`src/rtl/hazard_unit_pkg.sv`:
```
// Shared constants for the pipeline hazard unit: forwarding select codes and stall FSM states.
package hazard_unit_pkg;

    localparam logic [1:0] FWD_REG   = 2'b00;
    localparam logic [1:0] FWD_EXMEM = 2'b10;
    localparam logic [1:0] FWD_MEMWB = 2'b01;

    typedef enum logic {
        StIdle,
        StStall
    } state_e;

endpackage

```
`src/rtl/hazard_unit_fwd_select.sv`:
```
// Forwarding select for one EX ALU operand; the EX/MEM result takes priority over MEM/WB.
module hazard_unit_fwd_select
    import hazard_unit_pkg::*;
#(
    parameter int unsigned REG_W = 5
) (
    input  logic [REG_W-1:0] i_src,
    input  logic             i_mem_regwrite,
    input  logic [REG_W-1:0] i_mem_dst,
    input  logic             i_wb_regwrite,
    input  logic [REG_W-1:0] i_wb_dst,
    output logic [1:0]       o_sel
);

    logic w_mem_hit;
    logic w_wb_hit;

    // Register 0 is hardwired to zero, so a write to it is never forwarded.
    assign w_mem_hit = i_mem_regwrite && (i_mem_dst != '0) && (i_mem_dst == i_src);
    assign w_wb_hit  = i_wb_regwrite && (i_wb_dst != '0) && (i_wb_dst == i_src);

    always_comb begin
        o_sel = FWD_REG;
        if (w_mem_hit) begin
            o_sel = FWD_EXMEM;
        end else if (w_wb_hit) begin
            o_sel = FWD_MEMWB;
        end
    end

endmodule

```
`src/rtl/hazard_unit.sv`:
```
// Pipeline hazard unit: operand forwarding, multi-cycle load-use stall FSM, branch flush and a
// saturating stall-cycle counter.
module hazard_unit
    import hazard_unit_pkg::*;
#(
    parameter int unsigned REG_W      = 5,
    parameter int unsigned LOAD_STALL = 1,
    parameter int unsigned CNT_W      = 16
) (
    input  logic             i_clk,
    input  logic             i_rst_n,
    input  logic [REG_W-1:0] i_id_rs,
    input  logic [REG_W-1:0] i_id_rt,
    input  logic             i_id_uses_rt,
    input  logic [REG_W-1:0] i_ex_rs,
    input  logic [REG_W-1:0] i_ex_rt,
    input  logic             i_ex_memread,
    input  logic [REG_W-1:0] i_ex_dst,
    input  logic             i_mem_regwrite,
    input  logic [REG_W-1:0] i_mem_dst,
    input  logic             i_wb_regwrite,
    input  logic [REG_W-1:0] i_wb_dst,
    input  logic             i_branch_taken,
    input  logic             i_cnt_clr,
    output logic [1:0]       o_fwd_a,
    output logic [1:0]       o_fwd_b,
    output logic             o_pc_write,
    output logic             o_ifid_write,
    output logic             o_idex_bubble,
    output logic             o_flush,
    output logic [CNT_W-1:0] o_stall_count
);

    localparam int unsigned REM_W = $clog2(LOAD_STALL + 1);

    state_e           r_state;
    state_e           w_state_next;
    logic [REM_W-1:0] r_rem;
    logic [REM_W-1:0] w_rem_next;
    logic [CNT_W-1:0] r_cnt;
    logic             w_hz;
    logic             w_stall;
    logic             w_flush;
    logic [1:0]       w_fwd_a;
    logic [1:0]       w_fwd_b;

    hazard_unit_fwd_select #(.REG_W(REG_W)) u_fwd_a (
        .i_src          (i_ex_rs),
        .i_mem_regwrite (i_mem_regwrite),
        .i_mem_dst      (i_mem_dst),
        .i_wb_regwrite  (i_wb_regwrite),
        .i_wb_dst       (i_wb_dst),
        .o_sel          (w_fwd_a)
    );

    hazard_unit_fwd_select #(.REG_W(REG_W)) u_fwd_b (
        .i_src          (i_ex_rt),
        .i_mem_regwrite (i_mem_regwrite),
        .i_mem_dst      (i_mem_dst),
        .i_wb_regwrite  (i_wb_regwrite),
        .i_wb_dst       (i_wb_dst),
        .o_sel          (w_fwd_b)
    );

    assign w_hz = i_ex_memread && (i_ex_dst != '0) &&
                  ((i_ex_dst == i_id_rs) || (i_id_uses_rt && (i_ex_dst == i_id_rt)));

    always_comb begin
        w_state_next = r_state;
        w_rem_next   = r_rem;
        w_stall      = 1'b0;
        w_flush      = 1'b0;
        unique case (r_state)
            StIdle: begin
                if (i_branch_taken) begin
                    w_flush = 1'b1;
                end else if (w_hz) begin
                    w_stall = 1'b1;
                    if (LOAD_STALL > 1) begin
                        w_state_next = StStall;
                        w_rem_next   = REM_W'(LOAD_STALL - 1);
                    end
                end
            end
            StStall: begin
                // A taken branch squashes the stalled load-use pair, so the stall is abandoned.
                if (i_branch_taken) begin
                    w_flush      = 1'b1;
                    w_state_next = StIdle;
                    w_rem_next   = '0;
                end else begin
                    w_stall    = 1'b1;
                    w_rem_next = r_rem - REM_W'(1);
                    if (r_rem == REM_W'(1)) begin
                        w_state_next = StIdle;
                    end
                end
            end
            default: begin
                w_state_next = StIdle;
                w_rem_next   = '0;
            end
        endcase
    end

    always_ff @(posedge i_clk or negedge i_rst_n) begin
        if (!i_rst_n) begin
            r_state <= StIdle;
            r_rem   <= '0;
            r_cnt   <= '0;
        end else begin
            r_state <= w_state_next;
            r_rem   <= w_rem_next;
            if (i_cnt_clr) begin
                r_cnt <= '0;
            end else if (w_stall && (r_cnt != '1)) begin
                r_cnt <= r_cnt + CNT_W'(1);
            end
        end
    end

    // Outputs are gated by reset so the safe values appear without waiting for a clock edge.
    assign o_fwd_a       = i_rst_n ? w_fwd_a : FWD_REG;
    assign o_fwd_b       = i_rst_n ? w_fwd_b : FWD_REG;
    assign o_pc_write    = !(i_rst_n && w_stall);
    assign o_ifid_write  = !(i_rst_n && w_stall);
    assign o_idex_bubble = i_rst_n && w_stall;
    assign o_flush       = i_rst_n && w_flush;
    assign o_stall_count = r_cnt;

endmodule

```
`config.mk`:
```
export PLATFORM = sky130hd
export DESIGN_NAME = hazard_unit
export DESIGN_NICKNAME = d
export VERILOG_FILES = /design/src/rtl/hazard_unit_pkg.sv /design/src/rtl/hazard_unit_fwd_select.sv /design/src/rtl/hazard_unit.sv
export SDC_FILE = /design/constraint.sdc
export NUM_CORES = 1
export LEC_CHECK = 0
export ABC_AREA = 1
export CAP_MARGIN = 20
export CORE_ASPECT_RATIO = 0.7
export CORE_MARGIN = 5
export CORE_UTILIZATION = 40
export DETAILED_ROUTE_END_ITERATION = 8
export PLACE_DENSITY = 0.82
export RECOVER_POWER = 50
export REMOVE_ABC_BUFFERS = 1
export SETUP_SLACK_MARGIN = 0.3
export SYNTH_ARGS = -nofsm -noshare
export SYNTH_HDL_FRONTEND = slang
export SYNTH_SLANG_ARGS = --single-unit
export TNS_END_PERCENT = 50
```
`constraint.sdc`:
```
create_clock -name i_clk -period 2.5 [get_ports i_clk]
set_clock_uncertainty 0.15 [all_clocks]
set_input_delay 0.375 -clock i_clk [delete_from_list [all_inputs] [get_ports i_clk]]
set_output_delay 0.375 -clock i_clk [all_outputs]
set_load 0.005 [all_outputs]
```
==> run_results.csv <==
group,metric,value,unit
finish,num-fill-cells,394,
timing,worstMarginPinSlew,0.318,ns
drt,drt-wirelength-per-cell,12.7,um
timing,fmax,466,MHz
worst_setup_path,crit_fanout,3,
clock_tree,cts_tree,"yes",
synthesis,yosysMostFrequentCell,"nand2_1",
drt,drt_iter0_markers,114,
timing,period_share,85.8,%
worst_setup_path,worst_path_most_repeated_cell,"nand2_1",
synthesis,yosys_most_used_dff,"dfrtp_1",
die,fp.dieW,88.5,um
die,die_y,65.0,um
timing,fin_tns_setup,0,ns
clock_tree,htreeDepth,1,
pwr,power_density,272,nW/um^2
pwr,p_leak,1.52,nW
grt,grt_pass1_wl,8290,um
timing,drv_slew,0,
worst_setup_path,cp.arrival,1.62,ns
synthesis,yosys.area.top_type,"dfrtp_1",
timing,rsz0062_at_grt,"true",
placed_design,hpwl,4010,um
clock_tree,clock_latency,0.26,ns
timing,finalSetupViolations,0,
clock_tree,clockBufferDepth,2,
hold_path,hold_class,"in2async",
worst_setup_path,path_delay_family,"buffers and inverters",
worst_setup_path,critical-path-slowest-cell,"clkdlybuf4s50_1",
worst_setup_path,end_kind,"output port",
synthesis,synthTopCellsByArea,"dfrtp_1 (26%), nand2_1 (16%), inv_1 (8.5%), nand4_1 (7.6%), xor2_1 (7.6%)",
synthesis,synthTopCellsByCount,"nand2_1 (72), inv_1 (39), nor2_1 (32)",
synthesis,synth_area,1730,um^2
worst_setup_path,criticalPathCategory,"in2out",
worst_setup_path,path_buf_inv,3,
finish,drive_above_1_share,13.3,%
die,core-area,4250,um^2
grt,grt_pass1_vias,1794,
drt,drc,0,
synthesis,syn_avg_cell_area,6.39,um^2
timing,slew_headroom,78.7,%
synthesis,yosysUniqueCellTypes,30,
placed_design,place_congestion,0.919,
timing,min_period,2.14,ns
timing,report.final.hold_viol_count,0,
synthesis,synthCells,270,
drt,routed_wl,5100,um
die,io_pins,67,
flow_run,max_cap_viol_count,0,
die,num_rows,20,
worst_setup_path,start_kind,"primary input",
pwr,total_power,0.718,mW
worst_setup_path,path_cells,"clkdlybuf4s50_1 -> inv_1 -> nand2_1 -> nand2_1 -> nor2_1 -> nand3_1 -> nand2_1 -> nand2_1 -> nand2_2 -> nand2_2 -> clkdlybuf4s15_1",
run_status,status,"finished, final reports clean",
grt,grtUsageTotal,18.1,%
drt,dr.pass1.iters,4,
finish,antenna_cells,0,
clock_tree,cts.clk_slew.worst_paths,0.07,ns
finish,area_delta_synth_final,53.2,%
die,die_area,5750,um^2
grt,overflow,0,
grt,grt_antenna_before_repair,0,
synthesis,synth_seq_cells,18,
clock_tree,cts_hold_buffers,0,
synthesis,ys_seq_area_share,26.1,%
clock_tree,clockRootBuffer,"clkbuf_8",
worst_setup_path,max_stage_delay,0.46,ns
finish,nets,392,
synthesis,async_flop_share,100,%
synthesis,synth_edf_count,0,
clock_tree,cts_made_buffers,3,
synthesis,yosys_warnings,0,
die,initial_core_util,40.6,%
drt,ant_nets,0,
synthesis,yosysTopAreaCellShare,26.1,%
drt,via_per_inst,4.82,
clock_tree,numClockSinks,18,
grt,grt_max_degree,33,
pwr,ir_drop,0.000210,V
worst_setup_path,critPathRequiredTime,1.98,ns
placed_design,portBuffers,66,
drt,via_count,1939,
## worst register-to-register path: stages (launching register included)
cell	delay (ns)
dfrtp_1	0.41
ha_1	0.22
nand3_2	0.16
nor3_4	0.22
nand2_2	0.11
nor2_4	0.11
nand3_4	0.15
buf_12	0.19
nand4_1	0.09
nand2_1	0.06
## metrics by stage
stage                     utilization [%]  setup WS, ns  instances  hold slack [ns]  instance area (um^2)
after global routing                 62.1         0.237        402            0.166                  2640
after detailed placement             58.5        -0.184        394            0.300                  2490
after global placement               58.5       -0.0741        394            0.284                  2490
final                                62.1         0.355        402            0.140                  2640
after CTS                            60.1         0.221        399            0.148                  2560
after floorplan                         -         0.729        263          -0.0706                  1680
## report_power, final
group | switching (mW) | internal [mW] | total, mW | leakage, nW
Combinational | 0.0863 | 0.0948 | 0.181 | 1.24
Sequential | 0.000415 | 0.291 | 0.292 | 0.252
Clock | 0.105 | 0.140 | 0.245 | 0.0288
Total | 0.192 | 0.527 | 0.718 | 1.52
## logic make-up after synthesis
logic type                 share of synthesized area [%]
xor gates and xnor gates                            13.2
DFF                                                 26.1
AOI/OAI and AO/OA                                   2.39
adders and majority gates                          0.725
buffers and inverters                               11.7
and+or+nand+nor                                     45.3
muxes                                              0.580
## placed cells by master, fill, tap and decap left out, drive strengths merged, types with 15 or more instances in the layout
cell type / instances
nor2: 33
buf: 16
dlygate4sd2: 16
nand2: 76
inv: 43
clkdlybuf4s50: 20
nand3: 28
xor2: 15
nand4: 21
dfrtp: 18
## state kept, by name, summed over array words and instances (netlist names)
signal / cells
o_stall_count: 16
r_rem: 1
r_state: 1
## cell type report
type	count	area [um^2]	share of cell area (%)
multi-input cells	202	1120	42.3
repair buffers	80	788	29.8
flip-flops and latches	18	450	17.0
inverters	43	161	6.11
well taps	55	68.8	2.60
clock buffers	4	55.1	2.08
## metal layers
metal	vias to the layer above	wire length, um	global-route usage, %
met5	-	0	0
met4	0	19	3.02
met3	2	274	3.94
met2	51	2480	28.9
met1	872	2320	25.3
li1	1014	-	-
## worst paths after layout
kind / startpoint / cells after the start / endpoint / slack, ns
min in group i_clk: r_state$_DFF_PN0_ / 1 / r_rem$_DFFE_PN0P_ / 0.31
max in group asynchronous: i_rst_n / 2 / o_stall_count[11]$_DFFE_PN0P_ / 1.93
hold reg to reg: r_state$_DFF_PN0_ / 1 / r_rem$_DFFE_PN0P_ / 0.31
hold / removal: i_rst_n / 2 / r_state$_DFF_PN0_ / 0.14
setup reg to reg: o_stall_count[1]$_DFFE_PN0P_ / 9 / o_stall_count[3]$_DFFE_PN0P_ / 0.54
setup / recovery: i_id_rt[0] / 11 / o_pc_write / 0.36
## what timing repair did
item,CTS,global route
gates resized for setup,41,24
pin swaps,6,11
buffers inserted,1,3
gates cloned,0,0
endpoints found under the setup margin,8,23
Note: power is estimated with default switching activity, not from simulation.
==> RTL change 1: new RTL, config.mk and constraints unchanged <==
Make the reset (`i_rst_n`) synchronous in one clocked block.
--- a/src/rtl/hazard_unit.sv
+++ b/src/rtl/hazard_unit.sv
@@ -103,7 +103,7 @@
         endcase
     end
 
-    always_ff @(posedge i_clk or negedge i_rst_n) begin
+    always_ff @(posedge i_clk) begin
         if (!i_rst_n) begin
             r_state <= StIdle;
             r_rem   <= '0;
Check against the original RTL: differs if i_rst_n is asserted again (counterexample within 4 cycles, from zero or initial values and one cycle with i_rst_n low); with i_rst_n held inactive, the same outputs for 10 cycles.
==> RTL change 1 against the original RTL <==
- area after synthesis shrank 8.2%
- critical path depth shrank 6
- design area fell by 2.7%
- critical endpoint is now o_fwd_a[1]
- routed wire length grew 3.6%
- total power about the same
- worst hold slack improved by 0.20 ns
- sequential cell count unchanged
- worst setup slack lost 0.095 ns
- global-route usage up 0.77 points
==> RTL change 1: results <==
set metrics [dict create \
    yosysUniqueCellTypes 28 \
    finalCoreUtilization_pct 66.4 \
    nets 388 \
    place_inst 379 \
    ys.flop_type "dfxtp_1" \
    grt_pass1_wl_um 8360 \
    hold_class "register to register" \
    wire_per_inst_um 13.4 \
    use_met3_pct 3.82 \
    crit_start "i_rst_n" \
    ir_drop_mv 0.228 \
    hpwlAfterDp_um 3870 \
    synth_fa_ha_area_share_pct 0.790 \
    status "finished clean" \
    synth_area_leaders "dfxtp_1 23%, nand2_1 17%, xor2_1 12%" \
    drt_first_pass_iters 6 \
    sh_seq_area_pct 14.0 \
    io_buffers 66 \
    routabilityCongestion 0.899 \
    multi_input_cells 195 \
    cp.arrival_ns 1.72 \
    critPathMaxFanout 5 \
    track_usage_pct 18.9 \
    ys_async_sr_fraction_pct 0 \
    avgSynthCellArea_sq_um 6.26 \
    ys_seq_area_share_pct 22.7 \
    buffer_area_share_pct 32.1 \
    post-cts-setup-buffers 4 \
    clk_share_pct 2.14 \
    grt_use_met2_pct 31.3 \
    power_leakage_nw 1.25 \
    met1_usage_pct 24.8 \
    crit-reg2reg-launch "o_stall_count[0]" \
    grt_max_degree 18 \
    viasPerCell 5.12 \
    place_area_sq_um 2380 \
    wl_um 5280 \
    relSlewSlack_pct 66.2 \
    n_all_inverters 35 \
    signal_buffers 91 \
    synthTopCellsByCount "70 x nand2_1, 32 x inv_1, 27 x nor2_1, 22 x xor2_1" \
    dpl_worst_slack_ns -0.235 \
    cpMaxStageDelayCell "dlygate4sd3_1" \
]
==> RTL change 1: kinds of logic after synthesis <==
group / Yosys count
buffers and inverters: 41
AO/OA/AOI/OAI: 23
AND/OR/NAND/NOR: 139
flip-flops: 18
XOR/XNOR: 31
adder cells (fa/ha/maj): 1
==> RTL change 1: worst max-delay path: cells and delay by family <==
kind,cells,cell delay [ns]
buffers and inverters,4,1.25
AND/OR/NAND/NOR,1,0.09
==> RTL change 1: where the power goes <==
group	switching [mW]	internal (mW)
Combinational	0.0902	0.0958
Clock	0.105	0.140
Sequential	0.000150	0.287
Total	0.195	0.523
==> RTL change 1: per-layer routing <==
layer	share of wire [%]	vias to the layer above
li1	-	1001
met1	45	920
met2	48	89
met3	6.6	11
met4	1.2	0
met5	0	-
==> RTL change 1: path summary, 6_finish.rpt <==
path | end | slack (ns) | depth (start not counted)
hold reg to reg | r_state | 0.34 | 2
setup / recovery | o_fwd_a[1] | 0.26 | 5
setup reg to reg | o_stall_count[3] | 0.34 | 9
hold / removal | r_state | 0.34 | 2
==> RTL change 2: new RTL, same flow settings <==
Made on the original files. Set the parameter `CNT_W` to 12 (it was 16).
--- a/src/rtl/hazard_unit.sv
+++ b/src/rtl/hazard_unit.sv
@@ -5,7 +5,7 @@
 #(
     parameter int unsigned REG_W      = 5,
     parameter int unsigned LOAD_STALL = 1,
-    parameter int unsigned CNT_W      = 16
+    parameter int unsigned CNT_W      = 12
 ) (
     input  logic             i_clk,
     input  logic             i_rst_n,
Ports: changed (resized o_stall_count); port bits go from 67 to 63. The function was not compared with the original's and may differ.
==> RTL change 2 against the original RTL <==
- routed wire length fell by 14%
- total power fell by 14%
- critical path type unchanged
- register-to-register slack got worse by 0.03 ns
- sequential cell count fell by 4
- worst setup slack got worse by 0.030 ns
- final cell count fell by 12%
- sequential share of layout area fell by 1.7 points
- via count fell by 12%
- largest power group unchanged
- design area fell by 13%
- largest cell class unchanged
- synthesized cell count fell by 14%
- first-iteration DRC count rose by 12%
- count of clock-buffer cells in the layout did not move
- area after synthesis fell by 17%
==> RTL change 2: results <==
set metrics [dict create \
    use_met3_pct 3.46 \
    synth_fa_ha_area_share_pct 0.872 \
    crit_start "i_id_rs[4]" \
    grt_pass1_vias 1620 \
    buffer_area_share_pct 31.4 \
    n_all_inverters 41 \
    dpl_worst_slack_ns -0.127 \
    multi_input_area_share_pct 41.5 \
    synthTopCellsByCount "64 x nand2_1, 33 x inv_1, 21 x nand3_1, 21 x nor2_1, 18 x nand4_1" \
    slowest_delay_ns 0.50 \
    wl_um 4360 \
    status "finished clean" \
    track_usage_pct 18.4 \
    n_fill_cell 322 \
    ir_drop_mv 0.276 \
    largest_reg_flops 12 \
    yosysUniqueCellTypes 29 \
    synth.area.mux_share_pct 0.697 \
    cts_sinks 14 \
    grt_max_degree 25 \
    synth_top_area_share_pct 24.4 \
    p_sw_share_pct 26.2 \
    hpwlAfterDp_um 3480 \
    r2r_end "o_stall_count[4]" \
    layout-drive-gt1-share_pct 15.8 \
    met1_usage_pct 25.0 \
    relSlewSlack_pct 54.5 \
    synthXorXnorAreaFrac_pct 13.4 \
    worst_hold_slack_ns 0.0507 \
    io_buffers 62 \
    regToRegSetupSlack_ns 0.51 \
    ys_seq_area_share_pct 24.4 \
    drt-met1-wl_um 2010 \
    avgSynthCellArea_sq_um 6.21 \
    wire_per_inst_um 12.3 \
    clk_share_pct 2.40 \
    sh_seq_area_pct 15.3 \
    cp.arrival_ns 1.65 \
    multi_input_cells 170 \
    wl_met3_um 310 \
    nets 349 \
    grt_pass1_wl_um 7140 \
]
[RTL change 2: per-stage QoR]
stage                     power (mW)  area (sq um)  TNS, ns
final                          0.621          2290        0
after global routing           0.653          2290        0
after CTS                      0.628          2250        0
after detailed placement       0.411          2170   -0.532
after global placement         0.408          2170   -0.421
after floorplan                0.296          1400        0
[RTL change 2: timing repair]
item	CTS	global route
gates resized for setup	40	29
setup buffers	1	0
setup endpoints to repair	8	20
pin swaps	4	12
[RTL change 2: worst max path at each step]
stage,endpoint,depth (start not counted)
floorplan,o_stall_count[11],9
global placement,o_idex_bubble,12
detailed placement,o_idex_bubble,12
CTS,o_idex_bubble,12
global route,o_idex_bubble,12
finish,o_idex_bubble,12
[RTL change 2: power groups by stage]
stage | logic [mW] | registers [mW] | clock network, mW
final | 0.174 | 0.228 | 0.219
after global routing | 0.193 | 0.228 | 0.233
after CTS | 0.177 | 0.228 | 0.223
after floorplan | 0.0643 | 0.232 | 0
after global placement | 0.176 | 0.232 | 0
after detailed placement | 0.179 | 0.232 | 0
